<file path="src/rtl/pipe_done_sync_stage_if.sv">
// rtl/pipe_done_sync_stage_if.sv - bus bundle between a pipeline stage and its neighbours
interface pipe_done_sync_stage_if #(
  parameter int CTRL_W    = 32,
  parameter int NUM_LANES = 2,
  parameter int LANE_W    = 32,
  parameter int CNT_W     = 16
);
  logic [NUM_LANES-1:0]        done_i;
  logic [NUM_LANES*LANE_W-1:0] lane_data_i;
  logic [CTRL_W-1:0]           ctrl_i;
  logic                        flush_i;
  logic [CTRL_W-1:0]           ctrl_o;
  logic [NUM_LANES*LANE_W-1:0] lane_data_o;
  logic                        valid_o;
  logic                        advance_o;
  logic [NUM_LANES-1:0]        lane_held_o;
  logic [CNT_W-1:0]            stall_cnt_o;

  modport master (
    output done_i, lane_data_i, ctrl_i, flush_i,
    input  ctrl_o, lane_data_o, valid_o, advance_o, lane_held_o, stall_cnt_o
  );

  modport slave (
    input  done_i, lane_data_i, ctrl_i, flush_i,
    output ctrl_o, lane_data_o, valid_o, advance_o, lane_held_o, stall_cnt_o
  );
endinterface

</file>
<file path="src/rtl/pipe_done_sync_stage.sv">
// rtl/pipe_done_sync_stage.sv - pipeline stage register gated by per-lane done, optional stall counter (PIPE_STALL_CNT_EN)
module pipe_done_sync_stage #(
  parameter int CTRL_W    = 32,
  parameter int NUM_LANES = 2,
  parameter int LANE_W    = 32,
  parameter int CNT_W     = 16
) (
  input logic                    clk,
  input logic                    rst,
  pipe_done_sync_stage_if.slave  bus
);

  localparam int DW = NUM_LANES * LANE_W;

  logic [CTRL_W-1:0]    ctrl_q, ctrl_d;
  logic [DW-1:0]        data_q, data_d;
  logic                 valid_q, valid_d;
  logic [NUM_LANES-1:0] held_q, held_d;
  logic [DW-1:0]        buf_q, buf_d;
  logic [DW-1:0]        sel;
  logic [NUM_LANES-1:0] ready;
  logic                 advance;
  logic [CNT_W-1:0]     stall_cnt;

  // A lane is ready if it completes now or completed earlier; buffered data beats live input.
  always_comb begin
    sel   = '0;
    ready = bus.done_i | held_q;
    for (int l = 0; l < NUM_LANES; l++) begin
      sel[l*LANE_W +: LANE_W] = held_q[l] ? buf_q[l*LANE_W +: LANE_W]
                                          : bus.lane_data_i[l*LANE_W +: LANE_W];
    end
    advance = (&ready) & ~bus.flush_i;
  end

  // Next state: flush clears everything, advance loads the stage, otherwise latch early finishers.
  always_comb begin
    ctrl_d  = ctrl_q;
    data_d  = data_q;
    valid_d = valid_q;
    held_d  = held_q;
    buf_d   = buf_q;
    if (bus.flush_i) begin
      ctrl_d  = '0;
      data_d  = '0;
      valid_d = 1'b0;
      held_d  = '0;
      buf_d   = '0;
    end else if (advance) begin
      ctrl_d  = bus.ctrl_i;
      data_d  = sel;
      valid_d = 1'b1;
      held_d  = '0;
      buf_d   = '0;
    end else begin
      for (int l = 0; l < NUM_LANES; l++) begin
        if (bus.done_i[l] && !held_q[l]) begin
          buf_d[l*LANE_W +: LANE_W] = bus.lane_data_i[l*LANE_W +: LANE_W];
          held_d[l]                 = 1'b1;
        end
      end
    end
  end

  // Stage state register with asynchronous clear.
  always_ff @(posedge clk or posedge rst) begin
    if (rst) begin
      ctrl_q  <= '0;
      data_q  <= '0;
      valid_q <= 1'b0;
      held_q  <= '0;
      buf_q   <= '0;
    end else begin
      ctrl_q  <= ctrl_d;
      data_q  <= data_d;
      valid_q <= valid_d;
      held_q  <= held_d;
      buf_q   <= buf_d;
    end
  end

`ifdef PIPE_STALL_CNT_EN
  logic [CNT_W-1:0] stall_cnt_q, stall_cnt_d;

  // Saturating count of cycles the stage sat waiting; only reset clears it.
  always_comb begin
    stall_cnt_d = stall_cnt_q;
    if (!advance && !bus.flush_i && (stall_cnt_q != {CNT_W{1'b1}})) begin
      stall_cnt_d = stall_cnt_q + CNT_W'(1);
    end
  end

  // Stall counter register.
  always_ff @(posedge clk or posedge rst) begin
    if (rst) begin
      stall_cnt_q <= '0;
    end else begin
      stall_cnt_q <= stall_cnt_d;
    end
  end

  assign stall_cnt = stall_cnt_q;
`else
  assign stall_cnt = '0;
`endif

  assign bus.ctrl_o      = ctrl_q;
  assign bus.lane_data_o = data_q;
  assign bus.valid_o     = valid_q;
  assign bus.advance_o   = advance;
  assign bus.lane_held_o = held_q;
  assign bus.stall_cnt_o = stall_cnt;

endmodule

</file>
<file path="src/flat_wrapper.sv">
// flat-port wrapper written by rule: the top's interface ports become plain ports
module pipe_done_sync_stage_flat 
#(
  parameter int CTRL_W    = 32,
  parameter int NUM_LANES = 2,
  parameter int LANE_W    = 32,
  parameter int CNT_W     = 16
)
  (clk, rst, bus_done_i, bus_lane_data_i, bus_ctrl_i, bus_flush_i, bus_ctrl_o, bus_lane_data_o, bus_valid_o, bus_advance_o, bus_lane_held_o, bus_stall_cnt_o);
  pipe_done_sync_stage_if #(.CTRL_W(CTRL_W), .NUM_LANES(NUM_LANES), .LANE_W(LANE_W), .CNT_W(CNT_W)) bus_i ();
  input logic clk;
  input logic rst;
  input wire logic [$bits(bus_i.done_i)-1:0] bus_done_i;
  input wire logic [$bits(bus_i.lane_data_i)-1:0] bus_lane_data_i;
  input wire logic [$bits(bus_i.ctrl_i)-1:0] bus_ctrl_i;
  input wire logic [$bits(bus_i.flush_i)-1:0] bus_flush_i;
  output wire logic [$bits(bus_i.ctrl_o)-1:0] bus_ctrl_o;
  output wire logic [$bits(bus_i.lane_data_o)-1:0] bus_lane_data_o;
  output wire logic [$bits(bus_i.valid_o)-1:0] bus_valid_o;
  output wire logic [$bits(bus_i.advance_o)-1:0] bus_advance_o;
  output wire logic [$bits(bus_i.lane_held_o)-1:0] bus_lane_held_o;
  output wire logic [$bits(bus_i.stall_cnt_o)-1:0] bus_stall_cnt_o;
  assign bus_i.done_i = bus_done_i;
  assign bus_i.lane_data_i = bus_lane_data_i;
  assign bus_i.ctrl_i = bus_ctrl_i;
  assign bus_i.flush_i = bus_flush_i;
  assign bus_ctrl_o = bus_i.ctrl_o;
  assign bus_lane_data_o = bus_i.lane_data_o;
  assign bus_valid_o = bus_i.valid_o;
  assign bus_advance_o = bus_i.advance_o;
  assign bus_lane_held_o = bus_i.lane_held_o;
  assign bus_stall_cnt_o = bus_i.stall_cnt_o;
  pipe_done_sync_stage #(.CTRL_W(CTRL_W), .NUM_LANES(NUM_LANES), .LANE_W(LANE_W), .CNT_W(CNT_W)) u_core (.clk(clk), .rst(rst), .bus(bus_i));
endmodule
</file>
<file path="config.mk">
export PLATFORM = sky130hd
export DESIGN_NAME = pipe_done_sync_stage_flat
export DESIGN_NICKNAME = d
export VERILOG_FILES = /design/src/rtl/pipe_done_sync_stage_if.sv /design/src/rtl/pipe_done_sync_stage.sv /design/src/flat_wrapper.sv
export SDC_FILE = /design/constraint.sdc
export NUM_CORES = 1
export LEC_CHECK = 0
export CORE_MARGIN = 2
export CORE_UTILIZATION = 34
export CTS_BUF_LIST = sky130_fd_sc_hd__clkbuf_8
export DETAILED_ROUTE_END_ITERATION = 7
export DONT_BUFFER_PORTS = 1
export GPL_ROUTABILITY_DRIVEN = 0
export HOLD_SLACK_MARGIN = 0.08
export PLACE_DENSITY = 0.44
export REMOVE_ABC_BUFFERS = 1
export SYNTH_ARGS = -nofsm -noshare
export SYNTH_HDL_FRONTEND = slang
export SYNTH_SLANG_ARGS = --single-unit
</file>
<file path="constraint.sdc">
create_clock -name clk -period 15.16 [get_ports clk]
set_clock_uncertainty 0.2 [all_clocks]
set_input_delay 3.032 -clock clk [delete_from_list [all_inputs] [get_ports clk]]
set_output_delay 3.032 -clock clk [all_outputs]
set_load 0.03 [all_outputs]
</file>
==> flow_summary.yaml, run 1 <==
global_route:
  antenna_found_initial: 0
  overflow: 0
  grt_pass1_wl_mm: 25.4
  grt_pass1_vias: 4362
  grt_max_degree: 98
  track_usage_pct: 16.2
floorplanning:
  core.rowCount: 51
  pin_count: 217
  die-area_um2: 20900
  start_util_pct: 34.6
  core_um2: 19400
  dieHeight_um: 145
  fp.dieW_um: 145
route:
  ant_nets: 0
  vias: 4181
  met3_length_mm: 1.68
  drc_errors: 0
  routed.top_layer: "met4"
  finalWirelength_mm: 16.6
  drt-met1-wl_mm: 7.25
  wl_per_cell_um: 21.0
  wl_met2_mm: 7.54
  dr.pass1.iters: 4
  drt_iter0_drc: 240
  drt-vias-per-instance: 5.28
setup_path:
  rrSetupSlack_ns: 12.40
  start_kind: "input port"
  rr_endpoint: "u_core.buf_q[53]"
  critPathKind: "in2out"
  reg2reg_depth: 4
  reg2reg_from: "u_core.bus.lane_held_o[1]"
  crit_path_max_fanout: 33
  cp-end-kind: "output pin"
  required_ns: 11.93
  cp.arrival_ns: 4.32
job:
  drv_cap: 0
pwr:
  pwr_density_cell_nw_per_um2: 126
  power_w: 0.000912
  leakage_nw: 3.21
  ir_drop_uv: 56.7
place:
  portBuffers: 0
  place_ws_ns: 7.58
  dp_hpwl_mm: 9.75
clocking:
  cts_buffer_depth: 2
  cts_resized: 0
  clk_latency_ns: 0.44
  numCtsBuffers: 17
  clk_pin_slew_ns: 0.08
  cts_hold_buffers: 0
  h-tree-depth: 4
  cts_tree: "done"
  cts_sinks: 163
  post_cts_buffers: 0
  clock-root-buffer: "clkbuf_8"
outcome:
  status: "complete, no violations"
synth:
  ys_seq_area_share_pct: 60.7
  ys_top_cells_by_area: "dfrtp_1 (61%), mux2i_1 (9.5%), a22o_1 (8.3%), o2bb2ai_1 (8.3%), nand2_1 (3.6%)"
  synth_area_um2: 6720
  yosys-top-cells-count: "dfrtp_1 (163), a22o_1 (64), mux2i_1 (64), nand2_1 (64), o2bb2ai_1 (64)"
  syn_area_per_cell_um2: 12.6
  synth_top_flop_cell: "dfrtp_1"
  synth_top_area_share_pct: 60.7
  ys_async_sr_fraction_pct: 100
  yosysMostFrequentCell: "dfrtp_1"
  synth_top_cell_by_area: "dfrtp_1"
  ys_seq_elements: 163
  synth_edf_count: 0
  synth_warnings: 0
  syn_inst: 533
  synth.distinct_cells: 24
hold_path:
  min_path_type: "reg2reg"
  hp-start: "u_core.buf_q[58]"
  worstHoldEndpoint: "u_core.buf_q[58]"
  min_delay_path_depth: 1
sta:
  rsz0062_at_grt: "no"
  fmax_mhz: 132
  relSlewSlack_pct: 20.4
  worst_slew_pin_slew_ns: 1.19
  min_period_ns: 7.55
  tns_ns: 0
  fin_crit_sh_pct: 49.8
  setup_slack_ns: 7.61
  hold_viol_final: 0
  slew_violations: 0
  setup_violations: 0
finish:
  drive_gt1_share_pct: 9.11
  fillCellCount: 1921
  syn2layout_area_growth_pct: 7.56
  final_nets: 615
  diodes: 0
layer usage:
layer | global-route usage, % | vias to the layer above
li1 | - | 1868
met1 | 20.9 | 2142
met2 | 24.4 | 162
met3 | 7.65 | 9
met4 | 4.39 | 0
met5 | 0 | -
registers in the layout (all words and copies together), names as in the netlist:
| signal | flops |
|---|---|
| u_core.bus.valid_o | 1 |
| u_core.bus.ctrl_o | 32 |
| u_core.buf_q | 64 |
| u_core.bus.lane_data_o | 64 |
| u_core.bus.lane_held_o | 2 |
worst max-delay path by stage:
stage	start	depth (start not counted)	end	slack, ns
floorplan	bus_done_i[0]	3	bus_advance_o	6.69
global placement	bus_done_i[1]	3	bus_advance_o	7.62
detailed placement	bus_done_i[1]	3	bus_advance_o	7.58
CTS	bus_done_i[1]	3	bus_advance_o	7.58
global route	bus_done_i[1]	3	bus_advance_o	7.47
finish	bus_done_i[1]	3	bus_advance_o	7.61
metrics by stage:
step	utilization, %	hold slack [ns]	std cells	instance area [µm²]
6_report	37.3	0.311	792	7230
5_1_grt	37.3	0.330	792	7230
4_1_cts	37.3	0.316	792	7230
3_5_place_dp	35.2	0.292	760	6840
3_3_place_gp	35.2	0.288	760	6840
2_1_floorplan	-	0.273	486	6420
power by group:
part	total (W)	switching, W	internal (W)
sequential	0.000512	0.0000538	0.000458
clock	0.000314	0.000166	0.000148
combinational	0.0000860	0.0000576	0.0000284
total	0.000912	0.000277	0.000635
logic make-up after synthesis:
kind of cell / after synthesis / synth area share (%)
other: 1 / 0.0558
DFF: 163 / 60.7
muxes: 64 / 9.53
buffers and inverters: 64 / 5.40
AOI/OAI and AO/OA: 163 / 19.5
and+or+nand+nor: 78 / 4.77
layout by cell type, fill, tap and decap left out, types with 2 or more instances in the layout:
master | Yosys | final
inv_6 | 0 | 4
clkinvlp_4 | 0 | 2
dfrtp_2 | 0 | 2
buf_4 | 18 | 9
nor2_1 | 5 | 5
a22o_1 | 64 | 64
nand2_1 | 64 | 64
dfrtp_1 | 163 | 161
conb_1 | 1 | 16
inv_1 | 2 | 3
a21oi_1 | 32 | 32
o2bb2ai_1 | 64 | 64
mux2i_1 | 64 | 64
nand2b_1 | 3 | 2
clkbuf_8 | 0 | 21
clkinv_4 | 0 | 2
worst max-delay path, stage by stage:
cell,delay (ns)
o22a_1,0.21
nand2b_2,0.16
inv_1,0.89
cell type report:
class	instances	area, µm²	area share [%]
clock inverter	11	101	1.40
multi-input combinational	321	2340	32.4
tap	265	332	4.59
sequential	163	4080	56.5
inverter	2	12.5	0.173
clock buffer	21	289	4.00
timing repair buffer	9	67.6	0.935
No activity file was read; power rests on OpenSTA's default activity.
==> inputs of run 2 (changes only) <==
- PLACE_DENSITY: 0.44 -> 0.46
- clock period: 15.16 -> 6.2 ns (I/O delays scaled with it)
==> flow_summary.yaml, run 2 (synthesis results as in run 1) <==
outcome:
  status: "complete, no violations"
route:
  wl_per_cell_um: 20.7
  drt_iter0_drc: 205
  drc_errors: 0
  drt-vias-per-instance: 5.26
  finalWirelength_mm: 16.4
  vias: 4173
  dr.pass1.iters: 4
  ant_nets: 0
clocking:
  cts_buffer_depth: 2
  h-tree-depth: 4
  cts_hold_buffers: 0
  clk_latency_ns: 0.45
  cts_sinks: 163
  cts_resized: 0
  cts_tree: "done"
  numCtsBuffers: 17
  clock-root-buffer: "clkbuf_8"
  post_cts_buffers: 0
  clk_pin_slew_ns: 0.08
floorplanning:
  pin_count: 217
  core.rowCount: 51
  start_util_pct: 34.6
  die-area_um2: 20900
  fp.dieW_um: 145
  core_um2: 19400
  dieHeight_um: 145
sta:
  hold_viol_final: 0
  fin_crit_sh_pct: 63.0
  min_period_ns: 3.90
  worst_slew_pin_slew_ns: 1.22
  rsz0062_at_grt: "no"
  setup_slack_ns: 2.30
  fmax_mhz: 256
  whs_ns: 0.309
  tns_ns: 0
  relSlewSlack_pct: 18.4
  setup_violations: 0
  slew_violations: 0
pwr:
  ir_drop_uv: 109
  pwr_density_cell_nw_per_um2: 309
  leakage_nw: 3.20
global_route:
  grt_max_degree: 98
  grt_pass1_wl_mm: 25.5
  overflow: 0
  busiest_layer: "met2"
  grt_pass1_vias: 4319
  track_usage_pct: 16.3
  grt_use_met1_pct: 21.0
  grt_use_met3_pct: 6.03
  antenna_found_initial: 0
  grtUsageMet2_pct: 24.7
setup_path:
  cp-startpoint: "bus_done_i[1]"
  reg2reg_depth: 4
  required_ns: 4.76
  crit_path_max_fanout: 33
  critPathKind: "in2out"
  rrSetupSlack_ns: 3.40
  cp-end-kind: "output pin"
  rr_endpoint: "u_core.buf_q[63]"
  reg2reg_from: "u_core.bus.lane_held_o[1]"
  cp.arrival_ns: 2.46
  endpoint: "bus_advance_o"
  start_kind: "input port"
hold_path:
  min_path_type: "reg2reg"
  hp-start: "u_core.buf_q[38]"
place:
  dp_hpwl_mm: 9.82
  place_ws_ns: 2.29
  portBuffers: 0
  placed_area_um2: 6840
finish:
  final_common_cell: "dfrtp_1"
  syn2layout_area_growth_pct: 7.75
  final_nets: 616
  diodes: 0
  design_area_um2: 7240
  final_cell_mix: "dfrtp_1 (161), a22o_1 (64), mux2i_1 (64), o2bb2ai_1 (64), nand2_1 (64)"
  postLayoutCoreUtil_pct: 37.3
  drive_gt1_share_pct: 9.66
job:
  drv_cap: 0
==> run 2: worst min path at each step <==
| stage | to | slack [ns] | cells after the start |
|---|---|---|---|
| floorplan | u_core.buf_q[32] | 0.27 | 1 |
| global placement | u_core.buf_q[57] | 0.29 | 1 |
| detailed placement | u_core.buf_q[38] | 0.29 | 1 |
| CTS | u_core.buf_q[38] | 0.32 | 1 |
| global route | u_core.buf_q[49] | 0.32 | 1 |
| finish | u_core.buf_q[38] | 0.31 | 1 |
==> run 2: power breakdown <==
part	leakage (nW)	internal, W	switching [W]
Sequential	2.21	0.00112	0.000132
Clock	0.196	0.000358	0.000418
Combinational	0.798	0.0000700	0.000141
==> run 2: cell type report <==
| cell class | instances | area [µm²] |
|---|---|---|
| Timing Repair Buffer | 10 | 75.1 |
| Clock inverter | 12 | 120 |
| Tap cell | 265 | 332 |
| Fill cell | 1939 | 12200 |
| Multi-Input combinational cell | 321 | 2340 |
| Inverter | 2 | 12.5 |
| Sequential cell | 163 | 4080 |
| Clock buffer | 20 | 275 |
==> run 2: worst max-delay path: stages <==
cell      delay [ns]
o22a_1          0.22
nand2b_2        0.10
inv_1           0.88
==> run 2: through the flow <==
stage,total power (W),std cells
5_1_grt,0.00235,793
4_1_cts,0.00227,793
3_5_place_dp,0.00149,761
6_report,0.00224,793
2_1_floorplan,0.00142,486
3_3_place_gp,0.00149,761
==> run 2: routing by layer <==
layer	share of wire [%]	wire length, µm
met5	0	0
met4	2.4	388
met1	43	7050
met2	47	7690
met3	7.7	1260
==> inputs of run 3 (changes only) <==
- clock period: 6.2 -> 3.3 ns (I/O delays scaled with it)
==> flow_summary.yaml, run 3 (synthesis results as in run 1) <==
setup_path:
  required_ns: 2.44
  crit_path_max_fanout: 12
  reg2reg_depth: 4
  max_stage_delay_ns: 0.54
  crit_buf_inv: 1
  cp-end-kind: "output pin"
  start_kind: "flop"
  rr_endpoint: "u_core.bus.ctrl_o[17]"
  cp-startpoint: "u_core.bus.lane_held_o[0]"
  cp_slowest_cell: "dfrtp_2"
  rrSetupSlack_ns: 1.16
  cp.arrival_ns: 1.72
  critPathKind: "reg2out"
  endpoint: "bus_advance_o"
  critPathTopFamily: "flip-flops"
  cp_cell_sequence: "o22a_1 > nand2b_2 > inv_1"
  reg2reg_from: "u_core.bus.lane_held_o[0]"
  crit_cells: 3
clocking:
  numCtsBuffers: 17
  cts_buffer_depth: 2
  post_cts_buffers: 0
  h-tree-depth: 4
  clock-root-buffer: "clkbuf_8"
  clk_pin_slew_ns: 0.10
  clk_latency_ns: 0.45
  cts_tree: "done"
  cts_sinks: 163
pwr:
  ir_drop_uv: 189
  pwr_density_cell_nw_per_um2: 583
  leakage_nw: 3.27
  power_w: 0.00429
sta:
  hold_viol_final: 0
  rsz0062_at_grt: "no"
  worst_slew_pin_slew_ns: 0.825
  setup_slack_ns: 0.718
  fin_crit_sh_pct: 78.2
  min_period_ns: 2.58
  relSlewSlack_pct: 45.0
  slew_violations: 0
  setup_violations: 0
  fmax_mhz: 387
finish:
  drive_gt1_share_pct: 10.0
  design_area_um2: 7370
  final_cells: 803
  final_cell_mix: "dfrtp_1 (161), a22o_1 (64), mux2i_1 (64), o2bb2ai_1 (64), nand2_1 (64)"
  diodes: 0
  syn2layout_area_growth_pct: 9.72
  final_nets: 626
  final_common_cell: "dfrtp_1"
place:
  portBuffers: 0
  place_ws_ns: 1.06
  placedCellCount: 765
  dp_hpwl_mm: 10.3
  placed_area_um2: 6900
route:
  vias: 4267
  ant_nets: 0
  wl_per_cell_um: 20.6
  drc_errors: 0
  drt_iter0_drc: 172
  dr.pass1.iters: 4
  finalWirelength_mm: 16.6
  drt-vias-per-instance: 5.31
floorplanning:
  die-area_um2: 20900
  core_um2: 19400
  start_util_pct: 34.6
  dieHeight_um: 145
  core.rowCount: 51
  pin_count: 217
  fp.dieW_um: 145
global_route:
  grt_pass1_wl_mm: 26.0
  antenna_found_initial: 0
  track_usage_pct: 16.4
  overflow: 0
  grt_max_degree: 77
  grt_pass1_vias: 4570
job:
  drv_cap: 0
hold_path:
  min_path_type: "in2reg"
outcome:
  status: "complete, no violations"
run 3: worst min path at each step:
stage                         from                     to  slack, ns  cells after the start
3_3_place_gp      u_core.buf_q[58]       u_core.buf_q[58]       0.29                      1
3_5_place_dp      u_core.buf_q[59]       u_core.buf_q[59]       0.29                      1
2_1_floorplan     u_core.buf_q[32]       u_core.buf_q[32]       0.27                      1
6_report       bus_lane_data_i[10]       u_core.buf_q[10]       0.12                      2
4_1_cts        bus_lane_data_i[19]       u_core.buf_q[19]       0.08                      2
5_1_grt             bus_ctrl_i[31]  u_core.bus.ctrl_o[31]       0.08                      1
run 3: worst register-to-register path, cell delays in order, from the launching register on:
cell and delay [ns]:
dfrtp_2 0.52, o22a_1 0.31, nor2_4 0.10, buf_4 0.65
a22o_1 0.30
run 3: per-stage QoR:
stage	utilization, %	hold slack, ns	TNS, ns
6_report	38.0	0.118	0
5_1_grt	38.0	0.0806	0
4_1_cts	37.8	0.0817	0
3_5_place_dp	35.6	0.291	0
3_3_place_gp	35.6	0.288	0
2_1_floorplan	-	0.273	-388.17
run 3: layout make-up:
| type | instances | area (µm²) |
|---|---|---|
| tap | 265 | 332 |
| clock buffer | 18 | 248 |
| clock inverter | 14 | 165 |
| inverter | 2 | 12.5 |
| multi-input combinational | 321 | 2340 |
| fill | 1927 | 12000 |
| sequential | 163 | 4080 |
| timing repair buffer | 20 | 190 |
run 3: what timing repair did:
item,4_1_cts,5_1_grt
hold buffers,2,4
endpoints found under the hold margin,75,4
resized for setup,0,0
endpoints found under the setup margin,0,0
run 3: routing by layer:
metal	up-vias	wire (µm)	track usage, %
li1	1893	-	-
met1	2180	6870	20.1
met2	164	7880	25.8
met3	30	1320	6.66
met4	0	508	6.75
met5	-	0	0
run 3: report_power, final:
| part | switching (W) | internal (W) |
|---|---|---|
| logic | 0.000264 | 0.000143 |
| registers | 0.000252 | 0.00211 |
| clock network | 0.000811 | 0.000719 |
| total | 0.00133 | 0.00297 |
